[config.mk]
export PLATFORM = sky130hd
export DESIGN_NAME = mem_access_ctrl
export DESIGN_NICKNAME = d
export VERILOG_FILES = /design/src/rtl/mem_access_ctrl.sv
export SDC_FILE = /design/constraint.sdc
export NUM_CORES = 1
export LEC_CHECK = 0
export ABC_AREA = 1
export CAP_MARGIN = 20
export CORE_UTILIZATION = 37
export CTS_CLUSTER_DIAMETER = 80
export CTS_CLUSTER_SIZE = 20
export DETAILED_ROUTE_END_ITERATION = 12
export GPL_TIMING_DRIVEN = 0
export PLACE_DENSITY_LB_ADDON = 0.15
export SYNTH_ARGS = -nofsm -noshare
export SYNTH_HDL_FRONTEND = slang
export SYNTH_SLANG_ARGS = --single-unit
[constraint.sdc]
create_clock -name Clk -period 3.7 [get_ports Clk]
set_input_delay 1.11 -clock Clk [delete_from_list [all_inputs] [get_ports Clk]]
set_output_delay 1.11 -clock Clk [all_outputs]
set_load 0.005 [all_outputs]
[src/rtl/mem_access_ctrl.sv]
// mem_access_ctrl: arbitrates the 2048x32 program/data SRAM between the CPU
// fetch/load port and the debug unit, and owns the halt handshake.
// Debug writes are granted only once CPU traffic has been drained and halted.
// Read data returns with a fixed one-cycle latency.
// Optional build macro: MEM_ACCESS_PERF_EN adds the cpu_acc_cnt/dbg_acc_cnt
// access counters. Without it the counter ports do not exist.
module mem_access_ctrl #(
  parameter int ADDR_W = 11,
  parameter int DATA_W = 32
) (
  input  logic              Clk,
  input  logic              Rst_n,
  input  logic              cpu_req,
  input  logic [ADDR_W-1:0] cpu_addr,
  output logic              cpu_gnt,
  output logic              cpu_rvalid,
  output logic [DATA_W-1:0] cpu_rdata,
  input  logic              dbg_req,
  input  logic              dbg_we,
  input  logic [ADDR_W-1:0] dbg_addr,
  input  logic [DATA_W-1:0] dbg_wdata,
  output logic              dbg_gnt,
  output logic              dbg_rvalid,
  output logic [DATA_W-1:0] dbg_rdata,
  input  logic              halt_req,
  output logic              halt_ack,
  output logic [ADDR_W-1:0] mem_addr,
  output logic [DATA_W-1:0] mem_wdata,
  output logic              mem_wr_n,
  output logic              mem_idle,
  input  logic [DATA_W-1:0] mem_rdata
`ifdef MEM_ACCESS_PERF_EN
  ,
  output logic [31:0]       cpu_acc_cnt,
  output logic [31:0]       dbg_acc_cnt
`endif
);

  typedef enum logic [1:0] {RUN, DRAIN, HALTED, RESUME} state_t;

  state_t            state, state_nxt;
  logic [DATA_W-1:0] cpu_rdata_q, dbg_rdata_q;
  logic              rd_outstanding;

  // A read granted last cycle is still completing while either rvalid is high.
  assign rd_outstanding = cpu_rvalid | dbg_rvalid;

  // State register with synchronous reset.
  // NOTE: sequential state uses non-blocking (<=) so every flop samples the
  // pre-edge values of its inputs regardless of block ordering.
  always_ff @(posedge Clk) begin
    if (!Rst_n) state <= RUN;
    else        state <= state_nxt;
  end

  // Next-state decode and combinational grants (at most one grant per cycle).
  // NOTE: every output of this block is defaulted first, so no path can leave
  // a signal unassigned and infer a latch.
  always_comb begin
    state_nxt = state;
    cpu_gnt   = 1'b0;
    dbg_gnt   = 1'b0;
    unique case (state)
      RUN: begin
        // CPU has priority; debug only gets background reads here.
        if (cpu_req)                cpu_gnt = 1'b1;
        else if (dbg_req && !dbg_we) dbg_gnt = 1'b1;
        if (halt_req) state_nxt = DRAIN;
      end
      DRAIN: begin
        // Completes even if halt_req was dropped; HALTED then exits next cycle.
        if (!rd_outstanding) state_nxt = HALTED;
      end
      HALTED: begin
        if (!halt_req) state_nxt = RESUME;
        else if (dbg_req) dbg_gnt = 1'b1;
      end
      RESUME: begin
        state_nxt = halt_req ? DRAIN : RUN;
      end
      default: state_nxt = RUN;
    endcase
  end

  // SRAM-side drive, derived from whichever requester holds the grant.
  always_comb begin
    mem_addr  = '0;
    mem_wdata = '0;
    mem_wr_n  = 1'b1;
    if (cpu_gnt) begin
      mem_addr = cpu_addr;
    end else if (dbg_gnt) begin
      mem_addr = dbg_addr;
      if (dbg_we) begin
        mem_wdata = dbg_wdata;
        mem_wr_n  = 1'b0;
      end
    end
  end

  assign mem_idle = !(cpu_gnt || dbg_gnt);

  // Read-valid pulses and the registered halt acknowledge.
  always_ff @(posedge Clk) begin
    if (!Rst_n) begin
      cpu_rvalid <= 1'b0;
      dbg_rvalid <= 1'b0;
      halt_ack   <= 1'b0;
    end else begin
      cpu_rvalid <= cpu_gnt;
      dbg_rvalid <= dbg_gnt && !dbg_we;
      halt_ack   <= (state_nxt == HALTED);
    end
  end

  // Capture returned data so rdata holds its last value between reads.
  // NOTE: pure datapath holding registers carry no reset; their contents are
  // only meaningful once the matching rvalid has pulsed.
  always_ff @(posedge Clk) begin
    if (cpu_rvalid) cpu_rdata_q <= mem_rdata;
    if (dbg_rvalid) dbg_rdata_q <= mem_rdata;
  end

  assign cpu_rdata = cpu_rvalid ? mem_rdata : cpu_rdata_q;
  assign dbg_rdata = dbg_rvalid ? mem_rdata : dbg_rdata_q;

`ifdef MEM_ACCESS_PERF_EN
  logic cnt_clr;

  // A debug write to the top word clears both counters; the write still lands.
  assign cnt_clr = dbg_gnt && dbg_we && (dbg_addr == {ADDR_W{1'b1}});

  // Wrap-around access counters, one per requester.
  always_ff @(posedge Clk) begin
    if (!Rst_n || cnt_clr) begin
      cpu_acc_cnt <= '0;
      dbg_acc_cnt <= '0;
    end else begin
      if (cpu_gnt) cpu_acc_cnt <= cpu_acc_cnt + 32'd1;
      if (dbg_gnt) dbg_acc_cnt <= dbg_acc_cnt + 32'd1;
    end
  end
`endif

endmodule
## Word-level counts from Yosys, hierarchy flattened

Cells that the tools add are included.

| word-level totals | value |
|---|---|
| flip-flop bits (word level) | 69 |
| bits in latches | 0 |
| memory bits (writable) | 0 |
| ROM bits | 0 |
| input bits | 92 |
| output and inout port bits | 114 |
| word-level logic and storage cells | 39 |
| memories | 0 |

| operators by class | value |
|---|---|
| $add $sub $neg | 0 |
| multiply operators | 0 |
| div/mod/pow operators | 0 |
| $lt $le $gt $ge | 0 |
| equal/unequal tests | 4 |
| shift operators | 0 |
| muxes and demuxes | 22 |
| bitwise gates (word level) | 1 |
| reduce and logical (&&, ||, !) cells | 6 |

Operator list:

| cell | count |
|---|---|
| 32-bit two-way mux | 5 |
| 11-bit two-way mux | 2 |
| 1-bit two-way mux | 10 |
| 2-bit one-hot mux with 4 select lines | 1 |
| 2-bit == test, second input constant | 3 |
| 2-bit two-way mux | 3 |
| 2-bit by 1-bit == test with 1-bit output, second input constant | 1 |
| 1-bit logical AND | 2 |
| 1-bit logical NOT | 2 |
| 2-bit logical NOT | 1 |
| 1-bit one-hot mux with 2 select lines | 1 |
| 1-bit logical OR | 1 |
| 1-bit bitwise OR | 1 |

## Longest topological paths before layout

Gate-level depths: netlist of run 1.

| depth | value |
|---|---|
| depth after elaboration | 7 |
| depth in mapped cells | 7 |

## Least setup slack after synthesis of run 1

OpenSTA, ideal clock, no wires.

| path | value |
|---|---|
| path type | in2out |
| from | input dbg_we |
| to | output mem_wdata[11] |
| data arrival time | 1765 ps |
| data required time | 2590 ps |
| setup slack | 825 ps |
| stages | 7 |
| buffers on the path | 2 |
| cell sequence | buf_6 inv_1 nand3_1 nand2_2 nand2_4 buf_6 nor2_1 |

| on the way | value |
|---|---|
| word-level cells in the longest chain between the ends | 7 |
| elaborated cells between the ends (all ways) | 8 |
| those cells by class | mux: 6; reduce/logical: 2 |

Ends and longest elaborated chain:

| what | line | RTL |
|---|---|---|
| start: declaration | 19 | `input logic dbg_we,` |
| 1-bit logical NOT | 67 | `else if (dbg_req && !dbg_we) dbg_gnt = 1'b1;` |
| 1-bit logical AND | 67 |  |
| 1-bit two-way mux | 67 |  |
| 1-bit two-way mux | 66 | `if (cpu_req) cpu_gnt = 1'b1;` |
| 1-bit one-hot mux with 2 select lines | 63 | `unique case (state)` |
| 32-bit two-way mux (*) | 92 | `end else if (dbg_gnt) begin` |
| 32-bit two-way mux (*) | 90 | `if (cpu_gnt) begin` |
| end: declaration | 28 | `output logic [DATA_W-1:0] mem_wdata,` |

Mark *: on every way between the ends. The rest lies on a longest branch, timed or not.

## Worst setup path in the final report of run 1

| path | value |
|---|---|
| from | input cpu_req |
| to | output mem_addr[10] |

| on the way | value |
|---|---|
| word-level cells in the longest chain between the ends | 4 |
| elaborated cells between the ends (all ways) | 6 |
| those cells by class | mux: 6 |

Ends and longest elaborated chain:

| what | line | RTL |
|---|---|---|
| start: declaration | 13 | `input logic cpu_req,` |
| 1-bit two-way mux | 66 |  |
| 1-bit one-hot mux with 2 select lines | 63 |  |
| 11-bit two-way mux | 92 |  |
| 11-bit two-way mux (*) | 90 |  |
| end: declaration | 27 | `output logic [ADDR_W-1:0] mem_addr,` |

Marked as above.

==> out/qor.yml, run 1 <==
end_kind: "primary output"
synthDistinctLibCells: 18
grt_max_degree: 13
post-route-util_pct: 71.0
cts_tree: "built"
arrival_ps: 2600
vias: 2704
placement.io_buffers: 204
yosysWarnings: 0
first_pass_iters: 4
timing.hold.ws_ps: 476
clock-root-buffer: "clkbuf_8"
io_pins: 206
area_growth_pct: 86.4
hp-class: "reg2reg"
grt_usage_pct: 19.9
synth_adder_area_share_pct: 0
gp_congestion: 0.807
p_sw_mw: 0.687
synthSimpleGateAreaFrac_pct: 18.6
critPathLaunchType: "input pin"
path_clk_slew_ps: 70
cts_max_level: 3
max_cap_viol_count: 0
cpPeakStageDelay_ps: 510
netlist_instances: 279
row_count: 31
drc: 0
drtIter0Drc: 41
fp.dieW_um: 88.4
path_cells: "clkdlybuf4s50_1 > inv_2 > nor3_4 > buf_4 > nand2_1 > nand2_1 > clkdlybuf4s50_1"
final_cells: 607
synthesis.nets: 371
drv_slew: 0
power.density_nw_per_um2: 531
max_freq_mhz: 269
crit_slowest_cell: "clkdlybuf4s50_1"
yosysTopAreaCell: "dfxtp_1"
wl_per_cell_um: 13.2
slew_headroom_pct: 73.2
ir_drop_uv: 255
setup_ws_ps: -13.7
power_frac_comb_pct: 40.4
ys_seq_area_share_pct: 50.0
pwr-share-seq_pct: 38.6
violations: "negative setup slack"
intPower_mw: 2.05
grt_antenna_before_repair: 0
synth_top_family_by_area: "multiplexers"
netlist.area_leader.share_pct: 50.0
synth_xor_xnor_area_share_pct: 0
worst_pin_slew_ps: 402
avgSynthCellArea_um2: 9.91
clkLatencyLatePin_ps: 330
core_um2: 7250
ys_seq_elements: 69
die-height_um: 88.4
grt_pass1_wl_um: 11700
synth_compound_area_share_pct: 0.181
crit_family: "buffers and inverters"
setup_tns_ps: -13.7
grt_pass1_vias: 2575
final_cell_mix: "clkdlybuf4s50_1, dfxtp_1, nand2_1, mux2_2, dlygate4sd2_1"
min_period_over_period_pct: 100
fin_skew_ps: 7.98
clockPowerShare_pct: 21.0
antenna_left: 0
path_class: "in2out"
crit_required_ps: 2590
clockBufferDepth: 2
dp.cells: 582
yosys-top-cells-area: "dfxtp_1, mux2_2, nand2_1, nor2_1, nor2_2"
report.final.hold_viol_count: 0
final_common_cell: "clkdlybuf4s50_1"
critPathMaxFanout: 3
clkSinkCount: 69
min_period_ps: 3710
crit_buf_inv: 4
rsz0062_at_grt: "yes"
setup_violations: 1
num-nets-final: 596
overflow: 0
p_sw_share_pct: 25.1
synth_area_um2: 2760
via_per_inst: 4.45
cts_made_buffers: 9
p_leak_nw: 2.35
drive_above_1_share_pct: 25.6
initial_utilization_pct: 38.1
routed_wl_um: 8010
die_area_um2: 7820
dp_hpwl_um: 6360
n_antenna_cell: 0
synthMuxAreaShare_pct: 26.1
status: "finished with violations"
final cells by class:
class	count	area, um2
plain buffers	18	128
clock buffers	9	124
clock inverters	6	65.1
fillers	582	2100
inverters	8	30.0
multi-input cells	184	1250
flip-flops and latches	69	1380
well taps	99	124
repair buffers	214	2050
registers in the layout, summed over array words and instances (netlist names):
register / flops
dbg_rdata_q: 32
halt_ack: 1
dbg_rvalid: 1
cpu_rdata_q: 32
cpu_rvalid: 1
state: 2
worst register-to-register path, delay by kind of cell, from the launching register on:
kind / cells / cell delay [ps]
buffers and inverters: 2 / 450
DFF: 1 / 330
muxes: 1 / 390
cells by family (layout without fill, tap and decap cells):
logic type,count (synthesis),count (layout)
flip-flops,69,69
buffers and inverters,26,255
multiplexers,64,64
AO/OA/AOI/OAI,1,1
AND/OR/NAND/NOR,119,119
synth_stat cells:
cell type / number
buf_6: 4
buf_2: 9
nor2_2: 11
nand3_1: 12
clkbuf_1: 3
a21oi_1: 1
buf_4: 1
nor4_1: 1
nor2_1: 27
nand2_4: 1
nand2_2: 1
nand3_2: 1
dfxtp_1: 69
nor3_2: 1
buf_1: 1
nand2_1: 64
inv_1: 8
mux2_2: 64
stage by stage:
stage / power [mW] / cell area (um2) / setup WS (ps)
6_report: 2.74 / 5150 / -13.7
5_1_grt: 2.90 / 5150 / -89.2
4_1_cts: 2.76 / 5130 / -89.1
3_5_place_dp: 2.18 / 4930 / -292
3_3_place_gp: 2.15 / 4930 / -273
2_1_floorplan: 1.46 / 2760 / 825
final timing paths:
kind                        start         endpoint  slack (ps)  cells after the start
setup / recovery          cpu_req     mem_addr[10]         -10                      7
setup reg to reg       cpu_rvalid  cpu_rdata_q[17]        2420                      3
hold / removal    cpu_rdata_q[27]  cpu_rdata_q[27]         480                      1
hold reg to reg   cpu_rdata_q[27]  cpu_rdata_q[27]         480                      1
layer usage:
metal  track usage, %  part of all wire, %  up-vias
li1                 -                    -     1352
met1             20.5                   37     1211
met2             36.1                   52      126
met3             7.28                  9.1       15
met4             8.36                  2.0        0
met5                0                    0        -
timing repair:
action | CTS | global route
gates resized for setup | 48 | 26
pin swaps | 3 | 3
setup endpoints to repair | 43 | 21
setup buffers | 6 | 4
hold buffers | 0 | 0
gates cloned | 0 | 0
power groups by stage:
stage          Clock [mW]  Combinational, mW  Sequential, mW
5_1_grt             0.628               1.20            1.08
2_1_floorplan           0              0.409            1.05
3_5_place_dp            0               1.10            1.07
3_3_place_gp            0               1.09            1.06
6_report            0.574               1.11            1.06
4_1_cts             0.587               1.11            1.06
Note: power is estimated with default switching activity, not from simulation.
==> run 2: changes to the inputs <==
--- a/config.mk
+++ b/config.mk
@@ -11,8 +11,9 @@
 export CTS_CLUSTER_DIAMETER = 80
 export CTS_CLUSTER_SIZE = 20
 export DETAILED_ROUTE_END_ITERATION = 12
-export GPL_TIMING_DRIVEN = 0
+export GPL_ROUTABILITY_DRIVEN = 0
 export PLACE_DENSITY_LB_ADDON = 0.15
+export SKIP_LAST_GASP = 1
 export SYNTH_ARGS = -nofsm -noshare
 export SYNTH_HDL_FRONTEND = slang
 export SYNTH_SLANG_ARGS = --single-unit
==> out/qor.yml, run 2 (synthesis results as in run 1) <==
clock-root-buffer: "clkbuf_8"
path_cells: "clkdlybuf4s50_1 > inv_2 > nand3_1 > nand2_2 > nand2_4 > buf_12 > nor2_2 > clkdlybuf4s50_1"
hp-class: "reg2reg"
arrival_ps: 2620  # +20 ps
num-nets-final: 580  # -2.7%
grt_pass1_wl_um: 12000  # +2.0%
fin_skew_ps: 8.31  # +0.326 ps
slew_headroom_pct: 67.6  # -5.6 points
crit_slowest_cell: "clkdlybuf4s50_1"
core_um2: 7250  # unchanged
n_fill_cell: 606  # +4.1%
min_period_ps: 3730  # +18.0 ps
grt_antenna_before_repair: 0  # unchanged
die-height_um: 88.4  # unchanged
dp.cells: 576  # -1.0%
stdcell_area_um2: 5140  # -0.27%
n_antenna_cell: 0  # unchanged
end_kind: "primary output"
cts_max_level: 3  # unchanged
cpPeakStageDelay_ps: 500  # about the same
cts_tree: "built"
violations: "negative setup slack"
final_cell_mix: "clkdlybuf4s50_1, dfxtp_1, nand2_1, mux2_2, dlygate4sd2_1"
ctsHoldBuffers: 0  # unchanged
overflow: 0  # unchanged
clkSinkCount: 69  # unchanged
crit_path_frequent_cell: "clkdlybuf4s50_1"
setup_violations: 1  # unchanged
antenna_left: 0  # unchanged
timing.hold.ws_ps: 471  # -4.76 ps
dp_hpwl_um: 6390  # +0.57%
rsz0062_at_grt: "yes"
io_pins: 206  # unchanged
drtIter0Drc: 28  # -32%
grt_usage_pct: 20.0  # +0.20 points
min_period_over_period_pct: 101  # +0.49 points
drc: 0  # unchanged
power.density_nw_per_um2: 535  # +0.79%
path_class: "in2out"
path_clk_slew_ps: 60  # about the same
area_growth_pct: 85.9
via_per_inst: 4.48  # +0.49%
clockBufferDepth: 2  # unchanged
ir_drop_uv: 263  # +2.9%
clkLatencyLatePin_ps: 320  # about the same
critPathLaunchType: "input pin"
final_common_cell: "clkdlybuf4s50_1"
row_count: 31  # unchanged
first_pass_iters: 4  # unchanged
wl_per_cell_um: 13.4  # +1.7%
report.final.hold_viol_count: 0  # unchanged
placement.io_buffers: 205  # +0.49%
post-place-ws_ps: -93.5  # +198 ps
grt_max_degree: 34  # +21
reg_top3: "cpu_rdata_q x32, dbg_rdata_q x32, state x2"
status: "finished with violations"
vias: 2650  # -2.0%
max_cap_viol_count: 0  # unchanged
p_leak_nw: 2.27  # -3.4%
setup_ws_ps: -31.7  # -18.0 ps
grt_pass1_vias: 2634  # +2.3%
drv_slew: 0  # unchanged
die_area_um2: 7820  # unchanged
critPathMaxFanout: 11  # +8
cts_made_buffers: 9  # unchanged
max_freq_mhz: 268  # -0.48%
initial_utilization_pct: 38.1  # unchanged
placed_cell_area_um2: 4960  # +0.63%
routed_wl_um: 7940  # -0.85%
final_cells: 592  # -2.5%
drive_above_1_share_pct: 21.9  # -3.7 points
crit_required_ps: 2590  # about the same
fp.dieW_um: 88.4  # unchanged
worst_pin_slew_ps: 486  # +84.4 ps
## run 2: changes by cell type in the layout (fill, tap and decap cells not counted), sizes merged
cell / delta
dlymetal6s2s: -2
clkinvlp: +1
buf: -15
inv: +1
clkinv: -3
clkdlybuf4s50: +11
clkbuf: -9
dlygate4sd2: +5
clkdlybuf4s15: -4
## run 2: area by class of cell
| class | instances | area [um2] | share of cell area [%] |
|---|---|---|---|
| multi-input combinational | 184 | 1240 | 24.1 |
| clock inverter | 5 | 58.8 | 1.14 |
| clock buffer | 11 | 141 | 2.75 |
| inverter | 8 | 30.0 | 0.584 |
| tap | 99 | 124 | 2.41 |
| sequential | 69 | 1380 | 26.9 |
| timing repair buffer | 216 | 2160 | 42.1 |
## run 2: per-layer routing
layer | up-vias | wire (um) | track usage, %
met5 | - | 0 | 0
met4 | 0 | 132 | 6.89
met3 | 10 | 775 | 8.77
met2 | 117 | 4160 | 37.6
met1 | 1202 | 2870 | 19.5
li1 | 1321 | - | -
## run 2: report_power, final
part	internal [mW]	leakage [nW]	total [mW]	switching, mW
clock	0.331	0.0959	0.602	0.271
sequential	0.995	0.580	1.05	0.0603
combinational	0.745	1.59	1.09	0.348
## run 2: timing repair
| action | in CTS | in global routing |
|---|---|---|
| gates resized for setup | 34 | 7 |
| endpoints found under the setup margin | 45 | 14 |
| buffers inserted | 0 | 0 |
| pin swaps | 1 | 0 |
## run 2: critical path: cells and delay by family
family,cells,cell delay (ps)
buf+inv,4,1150
simple gates,4,360
## run 2: path summary, 6_finish.rpt
path / start / end / slack, ps / cells after the start
worst max-delay path: cpu_req / mem_wdata[1] / -30 / 8
worst min-delay path: cpu_rdata_q[16] / cpu_rdata_q[16] / 470 / 1
worst max register to register: dbg_rvalid / dbg_rdata_q[2] / 2350 / 2
worst min register to register: cpu_rdata_q[16] / cpu_rdata_q[16] / 470 / 1
## run 2: through the flow
step / total power, mW / utilization, % / setup TNS (ps)
after global routing: 2.92 / 70.8 / -948
after detailed placement: 2.18 / 68.4 / -2660
final: 2.75 / 70.8 / -31.7
after global placement: 2.15 / 68.4 / -1510
after CTS: 2.79 / 70.6 / -360
after floorplan: 1.46 / - / 0
